File: config.mk
export PLATFORM = sky130hd
export DESIGN_NAME = pll_lock_seq
export DESIGN_NICKNAME = d
export VERILOG_FILES = /design/src/rtl/pll_seq_pkg.sv /design/src/rtl/sync_2ff.sv /design/src/rtl/pll_lock_seq.sv
export SDC_FILE = /design/constraint.sdc
export NUM_CORES = 1
export LEC_CHECK = 0
export ABC_AREA = 1
export BUFFER_PORTS_ARGS = -buffer_cell sky130_fd_sc_hd__buf_4
export CELL_PAD_IN_SITES_DETAIL_PLACEMENT = 0
export CELL_PAD_IN_SITES_GLOBAL_PLACEMENT = 2
export CORE_MARGIN = 2
export CORE_UTILIZATION = 30
export DETAILED_ROUTE_END_ITERATION = 8
export GPL_TIMING_DRIVEN = 0
export PLACE_DENSITY_LB_ADDON = 0.12
export SLEW_MARGIN = 40
export SYNTH_ARGS = -nofsm -noshare
export SYNTH_HDL_FRONTEND = slang
export SYNTH_SLANG_ARGS = --single-unit
File: constraint.sdc
create_clock -name clk -period 1.7 [get_ports clk]
set_clock_uncertainty 0.1 [all_clocks]
set_input_delay 0.51 -clock clk [delete_from_list [all_inputs] [get_ports clk]]
set_output_delay 0.51 -clock clk [all_outputs]
set_load 0.02 [all_outputs]
File: src/rtl/pll_seq_pkg.sv
// Shared types for the PLL lock sequencer: state encoding and counter widths.
package pll_seq_pkg;

   localparam int unsigned STATE_W = 3;
   localparam int unsigned RETRY_W = 3;

   typedef enum logic [STATE_W-1:0] {
      S_RESET     = 3'd0,
      S_WAIT_LOCK = 3'd1,
      S_FILTER    = 3'd2,
      S_RUN       = 3'd3,
      S_FAULT     = 3'd4
   } state_t;

   // Retry counter increment, holding at all-ones.
   function automatic logic [RETRY_W-1:0] retry_sat_inc(input logic [RETRY_W-1:0] v);
      return (v == '1) ? v : v + RETRY_W'(1);
   endfunction

endpackage

File: src/rtl/sync_2ff.sv
// Generic two-flop single-bit synchroniser; both stages clear to 0 on synchronous reset.
module sync_2ff (
   input  logic clk,
   input  logic rst,
   input  logic i_d,
   output logic o_q
);

   logic r_meta;
   logic r_sync;

   always_ff @(posedge clk) begin
      if (rst) begin
         r_meta <= 1'b0;
         r_sync <= 1'b0;
      end else begin
         r_meta <= i_d;
         r_sync <= r_meta;
      end
   end

   assign o_q = r_sync;

endmodule

File: src/rtl/pll_lock_seq.sv
// Camera PLL supervisor: resets the PLL, filters LOCK, releases camera reset, retries and faults.
// Optional lock-loss counter output loss_cnt_o is built when PLL_LOCK_LOSS_CNT_EN is defined.
module pll_lock_seq
   import pll_seq_pkg::*;
#(
   parameter int unsigned RST_HOLD_CYC     = 64,
   parameter int unsigned LOCK_FILT_CYC    = 1024,
   parameter int unsigned LOCK_TIMEOUT_CYC = 50000,
   parameter int unsigned MAX_RETRY        = 4,
   parameter int unsigned CNT_W            = 16
) (
   input  logic               clk,
   input  logic               rst,
   input  logic               pll_lock_i,
   input  logic               relock_req_i,
   output logic               pll_reset_o,
   output logic               cam_rst_o,
   output logic               ready_o,
   output logic               fault_o,
   output logic [RETRY_W-1:0] retry_cnt_o,
   output logic [STATE_W-1:0] state_o
`ifdef PLL_LOCK_LOSS_CNT_EN
  ,output logic [7:0]         loss_cnt_o
`endif
);

   localparam logic [CNT_W-1:0]   HOLD_LAST    = CNT_W'(RST_HOLD_CYC - 1);
   localparam logic [CNT_W-1:0]   FILT_LAST    = CNT_W'(LOCK_FILT_CYC - 1);
   localparam logic [CNT_W-1:0]   TIMEOUT_LAST = CNT_W'(LOCK_TIMEOUT_CYC - 1);
   localparam logic [RETRY_W-1:0] RETRY_LIMIT  = RETRY_W'(MAX_RETRY);

   logic               w_lock_s;
   state_t             r_state;
   state_t             w_state_nxt;
   logic [CNT_W-1:0]   r_cnt;
   logic [CNT_W-1:0]   w_cnt_nxt;
   logic [RETRY_W-1:0] r_retry;
   logic [RETRY_W-1:0] w_retry_nxt;
   logic [RETRY_W-1:0] w_retry_inc;
   logic               w_fail;
   logic               r_pll_reset;
   logic               r_cam_rst;
   logic               r_ready;
   logic               r_fault;

   sync_2ff u_lock_sync (
      .clk (clk),
      .rst (rst),
      .i_d (pll_lock_i),
      .o_q (w_lock_s)
   );

   assign w_retry_inc = retry_sat_inc(r_retry);

   // Next state, retry count and cycle counter.
   always_comb begin
      w_state_nxt = r_state;
      w_retry_nxt = r_retry;
      w_fail      = 1'b0;
      case (r_state)
         S_RESET:     if (r_cnt == HOLD_LAST) w_state_nxt = S_WAIT_LOCK;
         S_WAIT_LOCK: begin
            if (w_lock_s)                     w_state_nxt = S_FILTER;
            else if (r_cnt == TIMEOUT_LAST)   w_fail      = 1'b1;
         end
         S_FILTER: begin
            if (!w_lock_s) begin
               w_fail = 1'b1;
            end else if (r_cnt == FILT_LAST) begin
               w_state_nxt = S_RUN;
               w_retry_nxt = '0;
            end
         end
         S_RUN:       if (!w_lock_s) w_state_nxt = S_RESET;
         S_FAULT:     w_state_nxt = S_FAULT;
         default:     w_state_nxt = S_RESET;
      endcase

      if (w_fail) begin
         w_retry_nxt = w_retry_inc;
         w_state_nxt = (w_retry_inc >= RETRY_LIMIT) ? S_FAULT : S_RESET;
      end

      // A relock request overrides every other transition this cycle.
      if (relock_req_i) begin
         w_state_nxt = S_RESET;
         w_retry_nxt = '0;
      end

      if ((w_state_nxt != r_state) || relock_req_i) w_cnt_nxt = '0;
      else if (r_cnt == '1)                         w_cnt_nxt = r_cnt;
      else                                          w_cnt_nxt = r_cnt + CNT_W'(1);
   end

   // Outputs are decoded from the next state so they change on the same edge as the state.
   always_ff @(posedge clk) begin
      if (rst) begin
         r_state     <= S_RESET;
         r_cnt       <= '0;
         r_retry     <= '0;
         r_pll_reset <= 1'b1;
         r_cam_rst   <= 1'b1;
         r_ready     <= 1'b0;
         r_fault     <= 1'b0;
      end else begin
         r_state     <= w_state_nxt;
         r_cnt       <= w_cnt_nxt;
         r_retry     <= w_retry_nxt;
         r_pll_reset <= (w_state_nxt == S_RESET) || (w_state_nxt == S_FAULT);
         r_cam_rst   <= (w_state_nxt != S_RUN);
         r_ready     <= (w_state_nxt == S_RUN);
         r_fault     <= (w_state_nxt == S_FAULT);
      end
   end

   assign pll_reset_o = r_pll_reset;
   assign cam_rst_o   = r_cam_rst;
   assign ready_o     = r_ready;
   assign fault_o     = r_fault;
   assign retry_cnt_o = r_retry;
   assign state_o     = STATE_W'(r_state);

`ifdef PLL_LOCK_LOSS_CNT_EN
   logic [7:0] r_loss_cnt;

   // Counts only genuine lock losses from S_RUN; a relock request is not a loss.
   always_ff @(posedge clk) begin
      if (rst) begin
         r_loss_cnt <= 8'd0;
      end else if ((r_state == S_RUN) && !w_lock_s && !relock_req_i && (r_loss_cnt != 8'hFF)) begin
         r_loss_cnt <= r_loss_cnt + 8'd1;
      end
   end

   assign loss_cnt_o = r_loss_cnt;
`endif

endmodule

==> reports/metrics.yaml, run 1 <==
status: "complete, but fails checks"
violations: "negative setup slack"
p_seq_share_pct: 58.2
tightest_slew_ns: 0.394
ir_drop_uv: 309
dp_slack_ns: -0.326
final_antenna_net_count: 0
dpl_cell_area_sq_mm: 0.00163
rsz0062_at_grt: "yes"
cap_violations: 0
worstSetupStartpoint: "r_cnt[0]"
hold_violations: 0
setup_violations: 12
leakagePower_nw: 0.790
final_util_pct: 41.4
grt_pass1_vias: 1336
die-width_um: 73.7
syn_area_per_cell_sq_um: 7.28
reg2reg_depth: 13
avgRoutedWirePerCell_um: 12.1
hold-worst-slack_ns: 0.308
regMostFlops: "r_cnt"
start_kind: "register"
fill_cells: 502
critPathKind: "register to register"
syn_to_final_growth_pct: 33.3
r2r_end: "r_cnt[5]"
hold_depth: 2
dr.pass1.iters: 4
routed_wl_mm: 3.45
ys_warn_count: 0
pwr-share-comb_pct: 5.3
setup_tns_ns: -1.04
drive_above_1_share_pct: 33.0
cp_max_fo: 8
min_path_type: "register to register"
globalplace.congestion: 0.760
numPortBuffers: 13
fp.coreArea_sq_mm: 0.00469
cts_tree: "yes"
drv_slew: 0
fin_crit_sh_pct: 106
clock-sinks: 28
routed_via_density: 4.67
final_area_sq_mm: 0.00194
r2r_setup_slack_ns: -0.1
syn-cell-area_sq_mm: 0.00146
die_h_um: 73.7
yosysSeqAreaShare_pct: 38.5
critPathCaptureType: "register"
insertedDiodeCount: 0
cts_hold_buf: 0
powerDensity_mw_per_mm2: 586
dp_hpwl_mm: 2.64
max_freq_mhz: 556
via_count: 1326
grt_max_degree: 16
min_period_ns: 1.80
endpoint: "r_cnt[5]"
cts_root_buf: "clkbuf_8"
largest_reg_flops: 16
cp.required_ns: 1.82
synth_nets: 206
max_slew_margin_pct: 73.5
start_util_pct: 31.0
pwr-share-clk_pct: 36.4
insertion_delay_ns: 0.27
p_int_w: 0.000896
p_switching_w: 0.000242
overflow: 0
synth-seq-cells: 28
synth_area_leaders: "dfxtp_1 (38%), nor2_1 (12%), nand2_1 (7.0%)"
synth.distinct_cells: 27
grt_util_all_layers_pct: 14.4
io_pins: 14
die-area_sq_mm: 0.00543
grt_pass1_wl_mm: 6.10
cts_max_level: 1
cts_made_buffers: 3
worst_slack_ns: -0.0999
rows: 25
nets: 237
synth_top_cell_area_share_pct: 38.5
timing.rr.start: "r_cnt[0]"
drc: 0
p_sw_share_pct: 21.3
cp.arrival_ns: 1.92
clock_path_buffers: 2
drtIter0Drc: 42
grt_antenna_before_repair: 0
cts.clk_slew.worst_paths_ns: 0.10
yosysTopAreaCell: "dfxtp_1"
synth_cells: 200
[routing by layer]
| metal | part of all wire, % | GRT usage [%] | vias to the layer above |
|---|---|---|---|
| met2 | 46 | 23.7 | 10 |
| met4 | 0.73 | 3.64 | 0 |
| met3 | 1.8 | 2.19 | 2 |
| met1 | 51 | 19.8 | 614 |
| met5 | 0 | 0 | - |
| li1 | - | - | 700 |
[repair_timing]
action                     in CTS  in global routing
pin swaps                       6                 11
gates cloned                    1                  0
buffers inserted               10                  4
gates resized for setup        23                 20
hold endpoints to repair        0                  0
setup endpoints to repair      21                 22
[stage by stage]
stage / std cells / total power, W
after floorplan: 200 / 0.000703
after global placement: 267 / 0.000717
after global routing: 284 / 0.00119
final: 284 / 0.00114
after CTS: 281 / 0.00116
after detailed placement: 267 / 0.000718
[how the worst min path moves through the flow]
stage | from | end | slack (ns)
finish | u_lock_sync.r_meta | u_lock_sync.o_q | 0.31
global route | pll_lock_i | u_lock_sync.r_meta | 0.33
CTS | u_lock_sync.r_meta | u_lock_sync.o_q | 0.31
detailed placement | u_lock_sync.r_meta | u_lock_sync.o_q | 0.30
global placement | u_lock_sync.r_meta | u_lock_sync.o_q | 0.30
floorplan | u_lock_sync.r_meta | u_lock_sync.o_q | 0.29
[cell families after synthesis]
logic type | count (synthesis) | synth area share (%)
AND/OR/NAND/NOR | 120 | 40.0
AO/OA/AOI/OAI | 13 | 4.98
XOR/XNOR | 11 | 6.61
flip-flops | 28 | 38.5
multiplexers | 2 | 1.37
buffers and inverters | 24 | 6.79
adder cells (fa/ha/maj) | 2 | 1.72
[Yosys cell counts, drive strengths merged]
library cell  instances
nor4                  1
o21ai                 5
xor2                 10
dfxtp                28
nor2                 56
o211ai                1
a21boi                1
nor3                  7
a21oi                 5
nand2                31
mux2i                 2
xnor2                 1
nand3                19
nand4                 4
ha                    2
nand3b                2
o21bai                1
inv                  22
buf                   2
[final cells by class]
| cell class | instances | area (sq um) | share of cell area (%) |
|---|---|---|---|
| timing repair buffer | 26 | 219 | 11.3 |
| tap | 54 | 67.6 | 3.48 |
| sequential | 28 | 568 | 29.3 |
| multi-input combinational | 148 | 922 | 47.5 |
| buffer | 2 | 27.5 | 1.42 |
| clock buffer | 4 | 55.1 | 2.84 |
| inverter | 22 | 82.6 | 4.25 |
[critical path, stage by stage (launching register included)]
cell     delay [ns]
dfxtp_4        0.36
ha_4           0.17
nand2_2        0.07
inv_2          0.04
nand2_2        0.09
nor2_2         0.04
nand3_1        0.07
nand2_2        0.08
nor2_4         0.15
nand2_2        0.08
nand2_2        0.07
nand3_4        0.16
buf_16         0.20
nor2_4         0.06
[power by group through the flow]
stage / clock network, W / logic, W / registers [W]
floorplan: 0 / 0.0000256 / 0.000678
global placement: 0 / 0.0000384 / 0.000678
detailed placement: 0 / 0.0000391 / 0.000679
CTS: 0.000440 / 0.0000592 / 0.000663
global route: 0.000464 / 0.0000657 / 0.000664
finish: 0.000415 / 0.0000607 / 0.000663
[layout by cell type, fill, tap and decap left out, types with 3 or more instances in the layout]
cell type,instances
a21oi_1,5
dfxtp_2,3
nor2_4,10
nand4_1,4
buf_4,25
nor2_1,38
nand3_1,14
nand3_2,3
nand2_2,9
xor2_1,10
nor3_1,4
inv_1,20
nor2_2,8
dfxtp_1,24
o21ai_0,4
nand2_1,22
clkbuf_8,4
No activity file was read; power rests on OpenSTA's default activity.
==> inputs of run 2 (changes only) <==
--- a/config.mk
+++ b/config.mk
@@ -9,6 +9,7 @@
 export BUFFER_PORTS_ARGS = -buffer_cell sky130_fd_sc_hd__buf_4
 export CELL_PAD_IN_SITES_DETAIL_PLACEMENT = 0
 export CELL_PAD_IN_SITES_GLOBAL_PLACEMENT = 2
+export CORE_ASPECT_RATIO = 0.6
 export CORE_MARGIN = 2
 export CORE_UTILIZATION = 30
 export DETAILED_ROUTE_END_ITERATION = 8
==> reports/metrics.yaml, run 2 (synthesis gave the netlist of run 1 again) <==
critPathMostFrequentCell: "nand3_4"
cts.clk_slew.worst_paths_ns: 0.10  # about the same
hold-worst-slack_ns: 0.311  # +0.00278 ns
die-width_um: 94.0  # +28%
status: "complete, but fails checks"
path_cells: "ha_4 -> nand3_4 -> nor3_4 -> buf_6 -> nand3_4 -> nand3_4 -> nand2_2 -> nand2_2 -> nand3_4 -> clkbuf_16 -> nor2_2"
numPortBuffers: 13  # unchanged
largest_reg_flops: 16  # unchanged
routed_wl_mm: 3.70  # +7.3%
ir_drop_uv: 245  # -21%
grt_pass1_vias: 1207  # -9.7%
cts_max_level: 1  # unchanged
final_util_pct: 42.8  # +1.4 points
clock_path_buffers: 2  # unchanged
critPathSlowestCell: "dfxtp_2"
dr.pass1.iters: 4  # unchanged
hold_depth: 2  # unchanged
syn_to_final_growth_pct: 35.4
start_kind: "register"
clock-sinks: 28  # unchanged
insertion_delay_ns: 0.28  # about the same
timing.rr.start: "r_cnt[0]"
fp.coreArea_sq_mm: 0.00461  # -1.7%
cp_max_fo: 5  # -3
leakagePower_nw: 0.789  # -0.16%
drv_slew: 0  # unchanged
grt_max_degree: 17  # +1
r2r_end: "r_cnt[6]"
cts_tree: "yes"
rows: 19  # -24%
globalplace.congestion: 0.856  # +13%
whs_endpoint: "u_lock_sync.o_q"
critPathKind: "register to register"
dp_hpwl_mm: 2.64  # -0.29%
avgRoutedWirePerCell_um: 12.8  # +5.1%
cp_top_family: "simple AND/OR/NAND/NOR gates"
fin_crit_sh_pct: 106  # -0.36 points
cts_made_buffers: 3  # unchanged
powerDensity_mw_per_mm2: 642  # +9.5%
routed_via_density: 4.61  # -1.3%
cp.required_ns: 1.82  # about the same
critPathCaptureType: "register"
cts_root_buf: "clkbuf_8"
rsz0062_at_grt: "yes"
cp.arrival_ns: 1.92  # about the same
r2r_setup_slack_ns: -0.09  # about the same
violations: "negative setup slack"
hold_start: "u_lock_sync.r_meta"
worst_slack_ns: -0.0938  # +0.00615 ns
grt_util_all_layers_pct: 14.3  # -0.098 points
die_h_um: 58.0  # -21%
start_util_pct: 31.6  # +0.54 points
drc: 0  # unchanged
setup_violations: 16  # +4
regMostFlops: "r_cnt"
final_antenna_net_count: 0  # unchanged
overflow: 0  # unchanged
max_slew_margin_pct: 79.2  # +5.7 points
via_count: 1336  # +0.75%
grt_pass1_wl_mm: 5.98  # -2.0%
min_path_type: "register to register"
nets: 234  # -1.3%
reg2reg_depth: 11  # -2
cap_violations: 0  # unchanged
max_freq_mhz: 557  # +0.34%
die-area_sq_mm: 0.00545  # +0.34%
critPathBufInv: 2  # unchanged
layout_common_cells: "nor2_1 (37), nand2_1 (22), buf_4 (21), dfxtp_1 (21), inv_1 (19)"
min_period_ns: 1.79  # -0.00615 ns
cpPeakStageDelay_ns: 0.37  # about the same
drive_above_1_share_pct: 33.9  # +0.88 points
hold_violations: 0  # unchanged
io_pins: 14  # unchanged
final_common_cell: "nor2_1"
drtIter0Drc: 52  # +24%
insertedDiodeCount: 0  # unchanged
grt_antenna_before_repair: 0  # unchanged
tightest_slew_ns: 0.309  # -0.0852 ns
## run 2: cell types whose count changed in the layout (fill, tap and decap cells not counted), moves of 2 or more
cell and change:
nand3_4 +2, nand3_2 -2, buf_4 -4, dfxtp_2 +4, dfxtp_1 -3
## run 2: how the worst max path moves through the flow
| stage | startpoint | end | depth (start not counted) |
|---|---|---|---|
| 6_report | r_cnt[0] | r_cnt[6] | 11 |
| 5_1_grt | r_cnt[0] | r_cnt[9] | 11 |
| 4_1_cts | r_cnt[0] | r_cnt[8] | 11 |
| 3_5_place_dp | r_cnt[0] | r_cnt[12] | 9 |
| 3_3_place_gp | r_cnt[0] | r_cnt[14] | 9 |
| 2_1_floorplan | r_cnt[0] | r_cnt[14] | 12 |
## run 2: through the flow
step	instance area (sq um)	total power, W	setup TNS, ns	cells	setup WS (ns)
6_report	1970	0.00127	-1.20	290	-0.0938
5_1_grt	1970	0.00131	-2.76	290	-0.184
4_1_cts	1870	0.00127	-0.921	288	-0.0764
3_5_place_dp	1640	0.000717	-3.45	276	-0.277
3_3_place_gp	1640	0.000717	-3.29	276	-0.267
2_1_floorplan	1460	0.000703	0	200	0.00537
## run 2: cell type report
| type | count | area (sq um) |
|---|---|---|
| Tap cell | 63 | 78.8 |
| Inverter | 22 | 82.6 |
| Timing Repair Buffer | 23 | 206 |
| Multi-Input combinational cell | 148 | 936 |
| Fill cell | 477 | 2640 |
| Buffer | 2 | 27.5 |
| Clock inverter | 1 | 30.0 |
| Clock buffer | 3 | 41.3 |
| Sequential cell | 28 | 569 |
## run 2: repair_timing
action | CTS | global route
pin swaps | 5 | 9
buffers inserted | 8 | 2
cloned | 0 | 1
gates resized for setup | 21 | 25
setup endpoints to repair | 18 | 21
hold buffers | 0 | 0
## run 2: where the power goes
group | internal, W | total (W) | switching [W]
Clock | 0.000316 | 0.000537 | 0.000222
Sequential | 0.000660 | 0.000665 | 0.00000422
Combinational | 0.0000310 | 0.0000638 | 0.0000327
## run 2: worst register-to-register path, delay by kind of cell, from the launching register on
kind	cells	cell delay [ns]
flops	1	0.37
buf+inv	2	0.32
simple gates	8	0.79
fa+ha+maj	1	0.17
## run 2: per-layer routing
| metal | track usage, % | vias up | routed length [um] |
|---|---|---|---|
| li1 | - | 692 | - |
| met1 | 22.4 | 613 | 2030 |
| met2 | 20.0 | 29 | 1520 |
| met3 | 3.51 | 2 | 135 |
| met4 | 2.48 | 0 | 14 |
| met5 | 0 | - | 0 |
==> inputs of run 3 (changes only) <==
--- a/config.mk
+++ b/config.mk
@@ -15,6 +15,7 @@
 export DETAILED_ROUTE_END_ITERATION = 8
 export GPL_TIMING_DRIVEN = 0
 export PLACE_DENSITY_LB_ADDON = 0.12
+export SKIP_LAST_GASP = 1
 export SLEW_MARGIN = 40
 export SYNTH_ARGS = -nofsm -noshare
 export SYNTH_HDL_FRONTEND = slang
==> reports/metrics.yaml, run 3 (synthesis gave the netlist of run 1 again) <==
status: "complete, but fails checks"
violations: "negative setup slack"
fin_crit_sh_pct: 104  # -1.8 points
die_h_um: 58.0  # unchanged
dpl_cell_area_sq_mm: 0.00164  # unchanged
start_util_pct: 31.6  # unchanged
routed_wl_mm: 3.66  # -1.1%
regMostFlops: "r_cnt"
via_count: 1325  # -0.82%
grt_max_degree: 17  # unchanged
critPathCaptureType: "register"
setup_violations: 16  # unchanged
final_antenna_net_count: 0  # unchanged
regArea_sq_um: 569  # unchanged
dr.pass1.iters: 4  # unchanged
drc: 0  # unchanged
min_path_type: "register to register"
max_slew_margin_pct: 79.1  # -0.13 points
drive_above_1_share_pct: 32.7  # -1.2 points
io_pins: 14  # unchanged
dp_hpwl_mm: 2.64  # unchanged
r2r_setup_slack_ns: -0.06  # +0.03 ns
cts_tree: "yes"
syn_to_final_growth_pct: 32.6
insertion_delay_ns: 0.28  # about the same
start_kind: "register"
cp.arrival_ns: 1.89  # -0.03 ns
powerDensity_mw_per_mm2: 652  # +1.6%
overflow: 0  # unchanged
grt_antenna_before_repair: 0  # unchanged
rows: 19  # unchanged
final_common_cell: "nor2_1"
fill_cells: 478  # +0.21%
largest_reg_flops: 16  # unchanged
cpPeakStageDelay_ns: 0.40  # +0.03 ns
numPortBuffers: 13  # unchanged
nets: 233  # -0.43%
grt_util_all_layers_pct: 14.4  # +0.056 points
clock_path_buffers: 2  # unchanged
grt_pass1_wl_mm: 5.99  # +0.23%
dp_slack_ns: -0.277  # unchanged
layout_common_cells: "nor2_1 (37), nand2_1 (25), dfxtp_1 (21)"
drtIter0Drc: 57  # +9.6%
min_period_ns: 1.76  # -0.0304 ns
die-area_sq_mm: 0.00545  # unchanged
cp_max_fo: 6  # +1
globalplace.congestion: 0.856  # unchanged
rsz0062_at_grt: "yes"
cts_max_level: 1  # unchanged
cp.required_ns: 1.83  # about the same
insertedDiodeCount: 0  # unchanged
drv_slew: 0  # unchanged
tightest_slew_ns: 0.311  # +0.00200 ns
clock-sinks: 28  # unchanged
multi_input_area_sq_um: 917  # -2.0%
cts_root_buf: "clkbuf_8"
max_freq_mhz: 567  # +1.7%
ir_drop_uv: 245  # +0.18%
final_area_sq_mm: 0.00193  # -2.0%
routed_via_density: 4.58  # -0.48%
cts.clk_slew.worst_paths_ns: 0.10  # about the same
cp_top_family: "simple AND/OR/NAND/NOR gates"
cts_made_buffers: 3  # unchanged
hold-worst-slack_ns: 0.311  # -0.0000140 ns
hold_violations: 0  # unchanged
avgRoutedWirePerCell_um: 12.7  # -0.77%
path_cells: "nand2_2 -> nor3_4 -> buf_6 -> nand3_4 -> nand3_4 -> nand2_2 -> nand2_2 -> nand3_4 -> buf_12 -> nor2_4"
die-width_um: 94.0  # unchanged
cap_violations: 0  # unchanged
fp.coreArea_sq_mm: 0.00461  # unchanged
critPathKind: "register to register"
leakagePower_nw: 0.773  # -2.1%
critPathSlowestCell: "dfxtp_1"
worst_slack_ns: -0.0634  # +0.0304 ns
critPathBufInv: 2  # unchanged
grt_pass1_vias: 1207  # unchanged
run 3: changes by cell type in the layout (fill, tap and decap cells not counted), moves of 3 or more:
cell     change
nand2_1      +3
nand2_2      -3
nor2_2       +4
nor2_4       -4
run 3: worst reg2reg max path, delay by kind of cell, from the launching register on:
kind	cells	cell delay, ns
buffers and inverters	2	0.29
and+or+nand+nor	8	0.93
DFF	1	0.40
run 3: cell type report:
class	count	area share, %
clock buffer	3	2.14
sequential	28	29.5
multi-input combinational	148	47.5
clock inverter	1	1.55
timing repair buffer	22	9.59
buffer	2	1.42
inverter	22	4.27
tap	63	4.08
run 3: path summary, 6_finish.rpt:
kind | start | end | depth (start not counted)
max | r_cnt[4] | r_cnt[4] | 10
min | u_lock_sync.r_meta | u_lock_sync.o_q | 2
max reg2reg | r_cnt[4] | r_cnt[4] | 10
min reg2reg | u_lock_sync.r_meta | u_lock_sync.o_q | 2
run 3: per-stage QoR:
step	power, W	cells	utilization, %	TNS [ns]
4_1_cts	0.00127	288	40.4	-0.967
5_1_grt	0.00131	289	41.9	-2.52
6_report	0.00126	289	41.9	-0.809
3_5_place_dp	0.000717	276	35.5	-3.45
2_1_floorplan	0.000703	200	-	0
3_3_place_gp	0.000717	276	35.5	-3.29
run 3: repair_timing:
action,CTS,global route
buffers inserted,8,1
gates resized for setup,18,23
pin swaps,5,4
hold buffers,0,0
endpoints found under the hold margin,0,0
endpoints found under the setup margin,18,22
run 3: metal layers:
layer	up-vias	wire length, um	global-route usage (%)
met5	-	0	0
met4	0	14	2.48
met3	2	135	3.51
met2	25	1470	20.2
met1	606	2040	22.4
li1	692	-	-
run 3: power by group:
| group | internal, W | switching [W] | leakage (nW) |
|---|---|---|---|
| registers | 0.000660 | 0.00000410 | 0.230 |
| clock network | 0.000316 | 0.000224 | 0.0357 |
| logic | 0.0000264 | 0.0000293 | 0.507 |
| total | 0.00100 | 0.000257 | 0.773 |
